`src/rtl/m68k_bus_bridge_if.sv`:
```
// 68000 CPU bus and memory-controller signal bundle.
// slave = bridge view, master = CPU/memory-side view.
interface m68k_bus_bridge_if;
  logic        as_n;
  logic        uds_n;
  logic        lds_n;
  logic        rw;
  logic [22:0] cpu_addr;
  logic [15:0] cpu_wdata;
  logic [15:0] cpu_rdata;
  logic        cpu_rdata_oe;
  logic        dtack_n;
  logic        cs;
  logic [22:0] addr;
  logic [15:0] data_in;
  logic        high;
  logic        low;
  logic        wr;
  logic [15:0] data_out;

  modport slave (
    input  as_n, uds_n, lds_n, rw,
    input  cpu_addr, cpu_wdata, data_out,
    output cpu_rdata, cpu_rdata_oe, dtack_n,
    output cs, addr, data_in, high, low, wr
  );

  modport master (
    output as_n, uds_n, lds_n, rw,
    output cpu_addr, cpu_wdata, data_out,
    input  cpu_rdata, cpu_rdata_oe, dtack_n,
    input  cs, addr, data_in, high, low, wr
  );
endinterface

```
`src/rtl/m68k_bus_bridge.sv`:
```
// Bridges an asynchronous 68000 bus cycle onto a
// synchronous memory controller with fixed wait states.
module m68k_bus_bridge #(
  parameter int unsigned WAIT_CYCLES = 2
) (
  input  logic                clk,
  input  logic                rst,
  m68k_bus_bridge_if.slave    bus
);

  typedef enum logic [1:0] {IDLE, ACCESS, ACK} state_t;

  localparam logic [3:0] WAIT_LD = 4'(WAIT_CYCLES);

  state_t     state;
  state_t     state_nx;
  logic [1:0] as_sync;
  logic [1:0] uds_sync;
  logic [1:0] lds_sync;
  logic [1:0] flushed;
  logic       as_s;
  logic       uds_s;
  logic       lds_s;
  logic       armed;
  logic       rd_q;
  logic [3:0] cnt;
  logic       start;
  logic       done;

  assign as_s  = as_sync[1];
  assign uds_s = uds_sync[1];
  assign lds_s = lds_sync[1];

  // Two-flop synchronizers for the strobes, idle-high
  // out of reset; flushed marks when they hold real data.
  always_ff @(posedge clk or posedge rst) begin
    if (rst) begin
      as_sync  <= 2'b11;
      uds_sync <= 2'b11;
      lds_sync <= 2'b11;
      flushed  <= 2'b00;
    end else begin
      as_sync  <= {as_sync[0], bus.as_n};
      uds_sync <= {uds_sync[0], bus.uds_n};
      lds_sync <= {lds_sync[0], bus.lds_n};
      flushed  <= {flushed[0], 1'b1};
    end
  end

  // FSM state register
  always_ff @(posedge clk or posedge rst) begin
    if (rst) state <= IDLE;
    else     state <= state_nx;
  end

  // Next state; abort wins over completion in ACCESS
  always_comb begin
    state_nx = state;
    start    = 1'b0;
    done     = 1'b0;
    unique case (state)
      IDLE: begin
        if (armed && !as_s && (!uds_s || !lds_s)) begin
          start    = 1'b1;
          state_nx = ACCESS;
        end
      end
      ACCESS: begin
        if (as_s) begin
          state_nx = IDLE;
        end else if (cnt == 4'd1) begin
          done     = 1'b1;
          state_nx = ACK;
        end
      end
      ACK: begin
        if (as_s) state_nx = IDLE;
      end
      default: state_nx = IDLE;
    endcase
  end

  // A strobe release must be seen before the next cycle
  // may start; ignores reset values still in the syncs.
  always_ff @(posedge clk or posedge rst) begin
    if (rst)                     armed <= 1'b0;
    else if (start)              armed <= 1'b0;
    else if (as_s && flushed[1]) armed <= 1'b1;
  end

  // Latch the access, count wait states, drive outputs
  always_ff @(posedge clk or posedge rst) begin
    if (rst) begin
      bus.addr         <= '0;
      bus.data_in      <= '0;
      bus.high         <= 1'b0;
      bus.low          <= 1'b0;
      bus.wr           <= 1'b0;
      bus.cs           <= 1'b0;
      bus.cpu_rdata    <= '0;
      bus.cpu_rdata_oe <= 1'b0;
      bus.dtack_n      <= 1'b1;
      rd_q             <= 1'b0;
      cnt              <= '0;
    end else begin
      if (start) begin
        bus.addr    <= bus.cpu_addr;
        bus.data_in <= bus.cpu_wdata;
        bus.high    <= !uds_s;
        bus.low     <= !lds_s;
        rd_q        <= bus.rw;
        cnt         <= WAIT_LD;
      end else if (state == ACCESS) begin
        cnt <= cnt - 4'd1;
      end
      if (start)                  bus.wr <= !bus.rw;
      else if (state_nx != ACCESS) bus.wr <= 1'b0;
      if (done && rd_q) bus.cpu_rdata <= bus.data_out;
      bus.cs           <= (state_nx == ACCESS);
      bus.dtack_n      <= (state_nx != ACK);
      bus.cpu_rdata_oe <= (state_nx == ACK) && rd_q;
    end
  end

endmodule

```
`src/flat_wrapper.sv`:
```
// flat-port wrapper written by rule: the top's interface ports become plain ports
module m68k_bus_bridge_flat 
#(
  parameter int unsigned WAIT_CYCLES = 2
)
  (clk, rst, bus_as_n, bus_uds_n, bus_lds_n, bus_rw, bus_cpu_addr, bus_cpu_wdata, bus_data_out, bus_cpu_rdata, bus_cpu_rdata_oe, bus_dtack_n, bus_cs, bus_addr, bus_data_in, bus_high, bus_low, bus_wr);
  m68k_bus_bridge_if bus_i ();
  input  logic clk;
  input  logic rst;
  input wire logic [$bits(bus_i.as_n)-1:0] bus_as_n;
  input wire logic [$bits(bus_i.uds_n)-1:0] bus_uds_n;
  input wire logic [$bits(bus_i.lds_n)-1:0] bus_lds_n;
  input wire logic [$bits(bus_i.rw)-1:0] bus_rw;
  input wire logic [$bits(bus_i.cpu_addr)-1:0] bus_cpu_addr;
  input wire logic [$bits(bus_i.cpu_wdata)-1:0] bus_cpu_wdata;
  input wire logic [$bits(bus_i.data_out)-1:0] bus_data_out;
  output wire logic [$bits(bus_i.cpu_rdata)-1:0] bus_cpu_rdata;
  output wire logic [$bits(bus_i.cpu_rdata_oe)-1:0] bus_cpu_rdata_oe;
  output wire logic [$bits(bus_i.dtack_n)-1:0] bus_dtack_n;
  output wire logic [$bits(bus_i.cs)-1:0] bus_cs;
  output wire logic [$bits(bus_i.addr)-1:0] bus_addr;
  output wire logic [$bits(bus_i.data_in)-1:0] bus_data_in;
  output wire logic [$bits(bus_i.high)-1:0] bus_high;
  output wire logic [$bits(bus_i.low)-1:0] bus_low;
  output wire logic [$bits(bus_i.wr)-1:0] bus_wr;
  assign bus_i.as_n = bus_as_n;
  assign bus_i.uds_n = bus_uds_n;
  assign bus_i.lds_n = bus_lds_n;
  assign bus_i.rw = bus_rw;
  assign bus_i.cpu_addr = bus_cpu_addr;
  assign bus_i.cpu_wdata = bus_cpu_wdata;
  assign bus_i.data_out = bus_data_out;
  assign bus_cpu_rdata = bus_i.cpu_rdata;
  assign bus_cpu_rdata_oe = bus_i.cpu_rdata_oe;
  assign bus_dtack_n = bus_i.dtack_n;
  assign bus_cs = bus_i.cs;
  assign bus_addr = bus_i.addr;
  assign bus_data_in = bus_i.data_in;
  assign bus_high = bus_i.high;
  assign bus_low = bus_i.low;
  assign bus_wr = bus_i.wr;
  m68k_bus_bridge #(.WAIT_CYCLES(WAIT_CYCLES)) u_core (.clk(clk), .rst(rst), .bus(bus_i));
endmodule
```
`config.mk`:
```
export PLATFORM = sky130hd
export DESIGN_NAME = m68k_bus_bridge_flat
export DESIGN_NICKNAME = d
export VERILOG_FILES = /design/src/rtl/m68k_bus_bridge_if.sv /design/src/rtl/m68k_bus_bridge.sv /design/src/flat_wrapper.sv
export SDC_FILE = /design/constraint.sdc
export NUM_CORES = 1
export LEC_CHECK = 0
export CAP_MARGIN = 20
export CORE_AREA = 2 2 95 97
export CTS_CLUSTER_SIZE = 28
export DETAILED_ROUTE_END_ITERATION = 10
export DIE_AREA = 0 0 97 99
export PLACE_DENSITY = 0.69
export SLEW_MARGIN = 20
export SYNTH_ARGS = -nofsm -noshare
export SYNTH_HDL_FRONTEND = slang
export SYNTH_SLANG_ARGS = --single-unit
```
`constraint.sdc`:
```
create_clock -name clk -period 2.4 [get_ports clk]
set_input_delay 0.48 -clock clk [delete_from_list [all_inputs] [get_ports clk]]
set_output_delay 0.48 -clock clk [all_outputs]
set_load 0.005 [all_outputs]
```
# [Yosys cells after proc, flatten, opt, wreduce, memory -nomap -nowiden]
# Index checks and enable logic that the tools add are counted.
[op_classes] n_addsub=1 n_eq_ne=7 mux=16 n_reduce_logical=14
[ops] op="$mux W1" count=9
[ops] op="$mux W2" count=4
[ops] op="$mux W4" count=2
[ops] op="$pmux W2 S3" count=1
[ops] op="$reduce_bool A2 Y1" count=3
[ops] op="$logic_and A1 B1 Y1" count=5
[ops] op="$eq A2 B1 Y1 const B" count=2
[ops] op="$eq A2 B2 Y1 const B" count=2
[ops] op="$eq A4 B1 Y1 const B" count=1
[ops] op="$logic_not A1 Y1" count=4
[ops] op="$sub A4 B1 Y4 const B" count=1
[ops] op="$logic_not A2 Y1" count=1
[ops] op="$ne A2 B1 Y1 const B" count=1
[ops] op="$ne A2 B2 Y1 const B" count=1
[ops] op="$logic_or A1 B1 Y1" count=1
[word_totals] register_bits=77 input_bits=61 out_inout_bits=61 elab_cells=55

# [Depth between registers and ports, before layout]
# Gate-level depths: netlist of run 1.
[depth] depth_word=8 ltp_mapped=7 depth_no_buf=5

# [Least setup slack after synthesis of run 1]
# No wires, ideal clock.
[synth_path] kind="register to register" startpoint="reg u_core.state[0]" endpoint="reg u_core.bus.addr[10]" setup_ns=0.125 arrival_time_ns=1.712 required_time_ns=2.275 setup_slack_ns=0.564 path_stages_with_launch=6 path_buffers=2 period_less_slack_ns=1.836 path_cell_list="dfrtp_1 -> or4b_1 -> buf_2 -> nor2_8 -> buf_6 -> mux2_2"
[synth_via] elab_chain_len=2
[synth_rtl] item="from (decl)" line="m68k_bus_bridge.sv:15" text="state_t state;"
[synth_rtl] item="from (signal assigned)" line="m68k_bus_bridge.sv:53" text="else state <= state_nx;"
[synth_rtl] item="$logic_not A2 Y1" line="m68k_bus_bridge.sv:61" text="unique case (state)"
[synth_rtl] item="$mux W1" line="m68k_bus_bridge.sv:61"
[synth_rtl] item="to (signal assigned)" line="m68k_bus_bridge.sv:107" text="bus.addr <= bus.cpu_addr;"
[synth_rtl] item="to (decl)" line="m68k_bus_bridge_if.sv:25" text="output cs, addr, data_in, high, low, wr"
# No other way between the ends.
# A chain may end at the register's enable or synchronous reset.

# [Final worst setup path of run 1]
[layout_path] startpoint="reg u_core.state[0]" endpoint="reg u_core.bus.data_in[4]"
[layout_via] elab_chain_len=2
[layout_rtl] item="$logic_not A2 Y1" line="m68k_bus_bridge.sv:61"
[layout_rtl] item="$mux W1" line="m68k_bus_bridge.sv:61"
[layout_rtl] item="to (signal assigned)" line="m68k_bus_bridge.sv:108" text="bus.data_in <= bus.cpu_wdata;"
[layout_rtl] item="to (decl)" line="m68k_bus_bridge_if.sv:25"
# No other way between the ends.

==> flow_summary_export.csv, run 1 <==
group,metric,value,unit
detailed_routing,first_pass_iters,3,
synthesis,netlist_top_cells_count,"dfrtp_1 (70), mux2_2 (56), dfstp_2 (7), o21ai_0 (7), buf_6 (4)",
critical_path,critical_path_class,"flip-flop to flip-flop",
sta,max_freq,475,MHz
grt,grt_usage,12.7,%
layout,final_area,4490,sq um
detailed_routing,vias,1888,
grt,grt_pass1_wl,9670,um
sta,period_share,87.7,%
clock_tree,clock_latency,330,ps
clock_tree,root_buffer,"clkbuf_8",
min_path,hold_end,"u_core.uds_sync[1]$_DFF_PP1_",
synthesis,async_flop_share,100,%
critical_path,worstPathMaxFanout,17,
power_and_ir_drop,leakagePower,1.88,nW
grt,antenna_found_initial,0,
critical_path,r2r_start,"u_core.state[0]$_DFF_PP0_",
sta,rsz0062_at_grt,"false",
critical_path,r2r_cells,4,
clock_tree,cts_buffer_depth,2,
synthesis,yosysWarnings,0,
grt,grt_pass1_vias,1993,
min_path,hold_depth,0,
detailed_routing,wirelength,5880,um
synthesis,yosysTopAreaCell,"dfrtp_1",
detailed_routing,ant_nets,0,
sta,whs,358,ps
layout,area_growth,54.7,%
synthesis,ys_types,29,
sta,layout_min_cycle_time,2100,ps
sta,fin_ws,296,ps
sta,fin_worst_skew,6.36,ps
sta,setup_viol,0,
detailed_routing,wl_per_cell,13.9,um
min_path,hp-start,"u_core.uds_sync[0]$_DFF_PP1_",
die,dieArea,9600,sq um
clock_tree,htree_levels,3,
sta,max_slew.worst_pin.slew,518,ps
critical_path,crit_required,2610,ps
synthesis,syn_area,2900,sq um
synthesis,synthFlopType,"dfrtp_1",
grt,overflow,0,
min_path,hold_path.class,"flip-flop to flip-flop",
synthesis,synth_top_area_share,60.4,%
sta,maxSlewViolCount,0,
clock_tree,cts_tree,"done",
critical_path,rrSetupSlack,300,ps
grt,grt_start_max_net_pins,38,
critical_path,worst_ep_arrival_time,2320,ps
sta,finalHoldViolCount,0,
die,rows,34,
clock_tree,cts_setup_buffers,0,
layout,antenna_cells,0,
flow_run,max_cap_viol_count,0,
clock_tree,cts_resized,0,
layout,postLayoutCoreUtil,52.5,%
place,placed_area,4260,sq um
detailed_routing,drc,0,
place,place.gp.congestion,0.710,
synthesis,synth_area_per_cell,16.0,sq um
critical_path,critPathLaunchType,"flip-flop",
sta,slew_headroom,65.4,%
die,io_pins,122,
critical_path,worst_r2r_endpoint,"u_core.bus.data_in[4]$_DFFE_PP0P_",
detailed_routing,via_per_inst,4.45,
die,core,8550,sq um
clock_tree,cts_buffers,9,
synthesis,synth_edf_count,0,
sta,fin_setup_tns,0,ps
clock_tree,cts_hold_buf,0,
clock_tree,clock_sinks,77,
detailed_routing,drt_iter0_drc,21,
place,post-place-ws,296,ps
place,io_buffer_count,121,
critical_path,endpoint_kind,"flip-flop",
synthesis,synth_cells,181,
synthesis,synthTopCellsByArea,"dfrtp_1 (60%), mux2_2 (22%), dfstp_2 (6.3%)",
synthesis,synth_seq_area_share,66.7,%
clock_tree,clk_pin_slew,80,ps
layout,final_layout_size_suffix_gt1_share,27.5,%
place,dp_hpwl,4370,um
die,start_util,33.9,%
layout,nets,374,
outcome,status,"completed",
synthesis,synth_most_common_cell,"dfrtp_1",
synthesis,synth_seq_cells,77,
synthesis,synth.net_count,244,
die,die_w,97,um
power_and_ir_drop,p_per_area,1130,nW/um^2
power_and_ir_drop,peakVddDrop,0.000610,V
die,chipHeight,99,um
## sequential cells by signal, summed over array words and instances, names as in the netlist, 2 cells and up
signal	count
u_core.flushed	2
u_core.state	2
u_core.as_sync	2
u_core.bus.cpu_rdata	16
u_core.cnt	4
u_core.bus.addr	23
u_core.uds_sync	2
u_core.lds_sync	2
u_core.bus.data_in	16
## power breakdown
| group | internal (W) | total, W | switching [W] |
|---|---|---|---|
| combinational | 0.00133 | 0.00190 | 0.000566 |
| sequential | 0.00181 | 0.00209 | 0.000275 |
| clock | 0.000616 | 0.00107 | 0.000454 |
## cells by family (layout without fill, tap and decap cells)
logic type                 Yosys count  count (layout)  synth area share [%]
muxes                               58              58                  22.4
DFF                                 77              77                  66.7
adders and majority gates            2               2                 0.863
AOI/OAI and AO/OA                   13              13                  2.63
buffers and inverters               10             145                  2.55
xor gates and xnor gates             1               1                 0.302
and+or+nand+nor                     19              19                  4.36
other                                1               1                 0.129
## cell type report
class	instances	area (sq um)
flip-flops and latches	77	1940
well taps	108	135
multi-input cells	94	891
repair buffers	126	1290
fillers	747	4060
inverters	3	15.0
clock buffers	11	141
clock inverters	5	83.8
## per-stage QoR
stage,power (W),instances
after floorplan,0.00287,181
after global placement,0.00400,408
after detailed placement,0.00404,408
after CTS,0.00515,424
after global routing,0.00538,424
final,0.00505,424
## routing by layer
metal / vias up / GRT usage, % / part of all wire (%)
met5: - / 0 / 0
met4: 0 / 5.20 / 0.95
met3: 4 / 4.89 / 7.4
met2: 65 / 20.0 / 50
met1: 927 / 15.8 / 42
li1: 892 / - / -
## critical path, cell delays in order (launching register included)
cell and delay [ps]:
dfrtp_1 430, or4b_1 700, nor2_8 310, buf_12 200, mux2_2 340
## cells in the final DEF, fill, tap and decap left out, types with 2 or more instances in the layout
cell type / count
o21ai_0: 7
mux2i_1: 2
buf_12: 3
clkinvlp_4: 3
nand2b_1: 2
dfrtp_1: 70
buf_4: 2
nand2_1: 3
or2_2: 2
mux2_2: 56
nor2_1: 3
clkbuf_8: 10
dfstp_2: 7
clkdlybuf4s50_1: 121
inv_1: 2
bufinv_16: 2
a21boi_0: 2
o211ai_1: 2
ha_1: 2
## worst max path at each step
| stage | start | endpoint | slack (ps) | cells past startpoint |
|---|---|---|---|---|
| 2_1_floorplan | u_core.state[0]$_DFF_PP0_ | u_core.bus.addr[10]$_DFFE_PP0P_ | 560 | 5 |
| 3_3_place_gp | u_core.state[0]$_DFF_PP0_ | u_core.bus.data_in[1]$_DFFE_PP0P_ | 320 | 4 |
| 3_5_place_dp | u_core.state[0]$_DFF_PP0_ | u_core.bus.addr[1]$_DFFE_PP0P_ | 300 | 4 |
| 4_1_cts | u_core.state[0]$_DFF_PP0_ | u_core.bus.data_in[4]$_DFFE_PP0P_ | 280 | 4 |
| 5_1_grt | u_core.state[0]$_DFF_PP0_ | u_core.bus.data_in[4]$_DFFE_PP0P_ | 190 | 4 |
| 6_report | u_core.state[0]$_DFF_PP0_ | u_core.bus.data_in[4]$_DFFE_PP0P_ | 300 | 4 |
(Power assumes the default switching activity.)
==> run 2: changes to the inputs <==
- SLEW_MARGIN: 20 -> unset
==> results of run 2 <==
No change in the layout: final DEF, timing and power equal those of run 1.
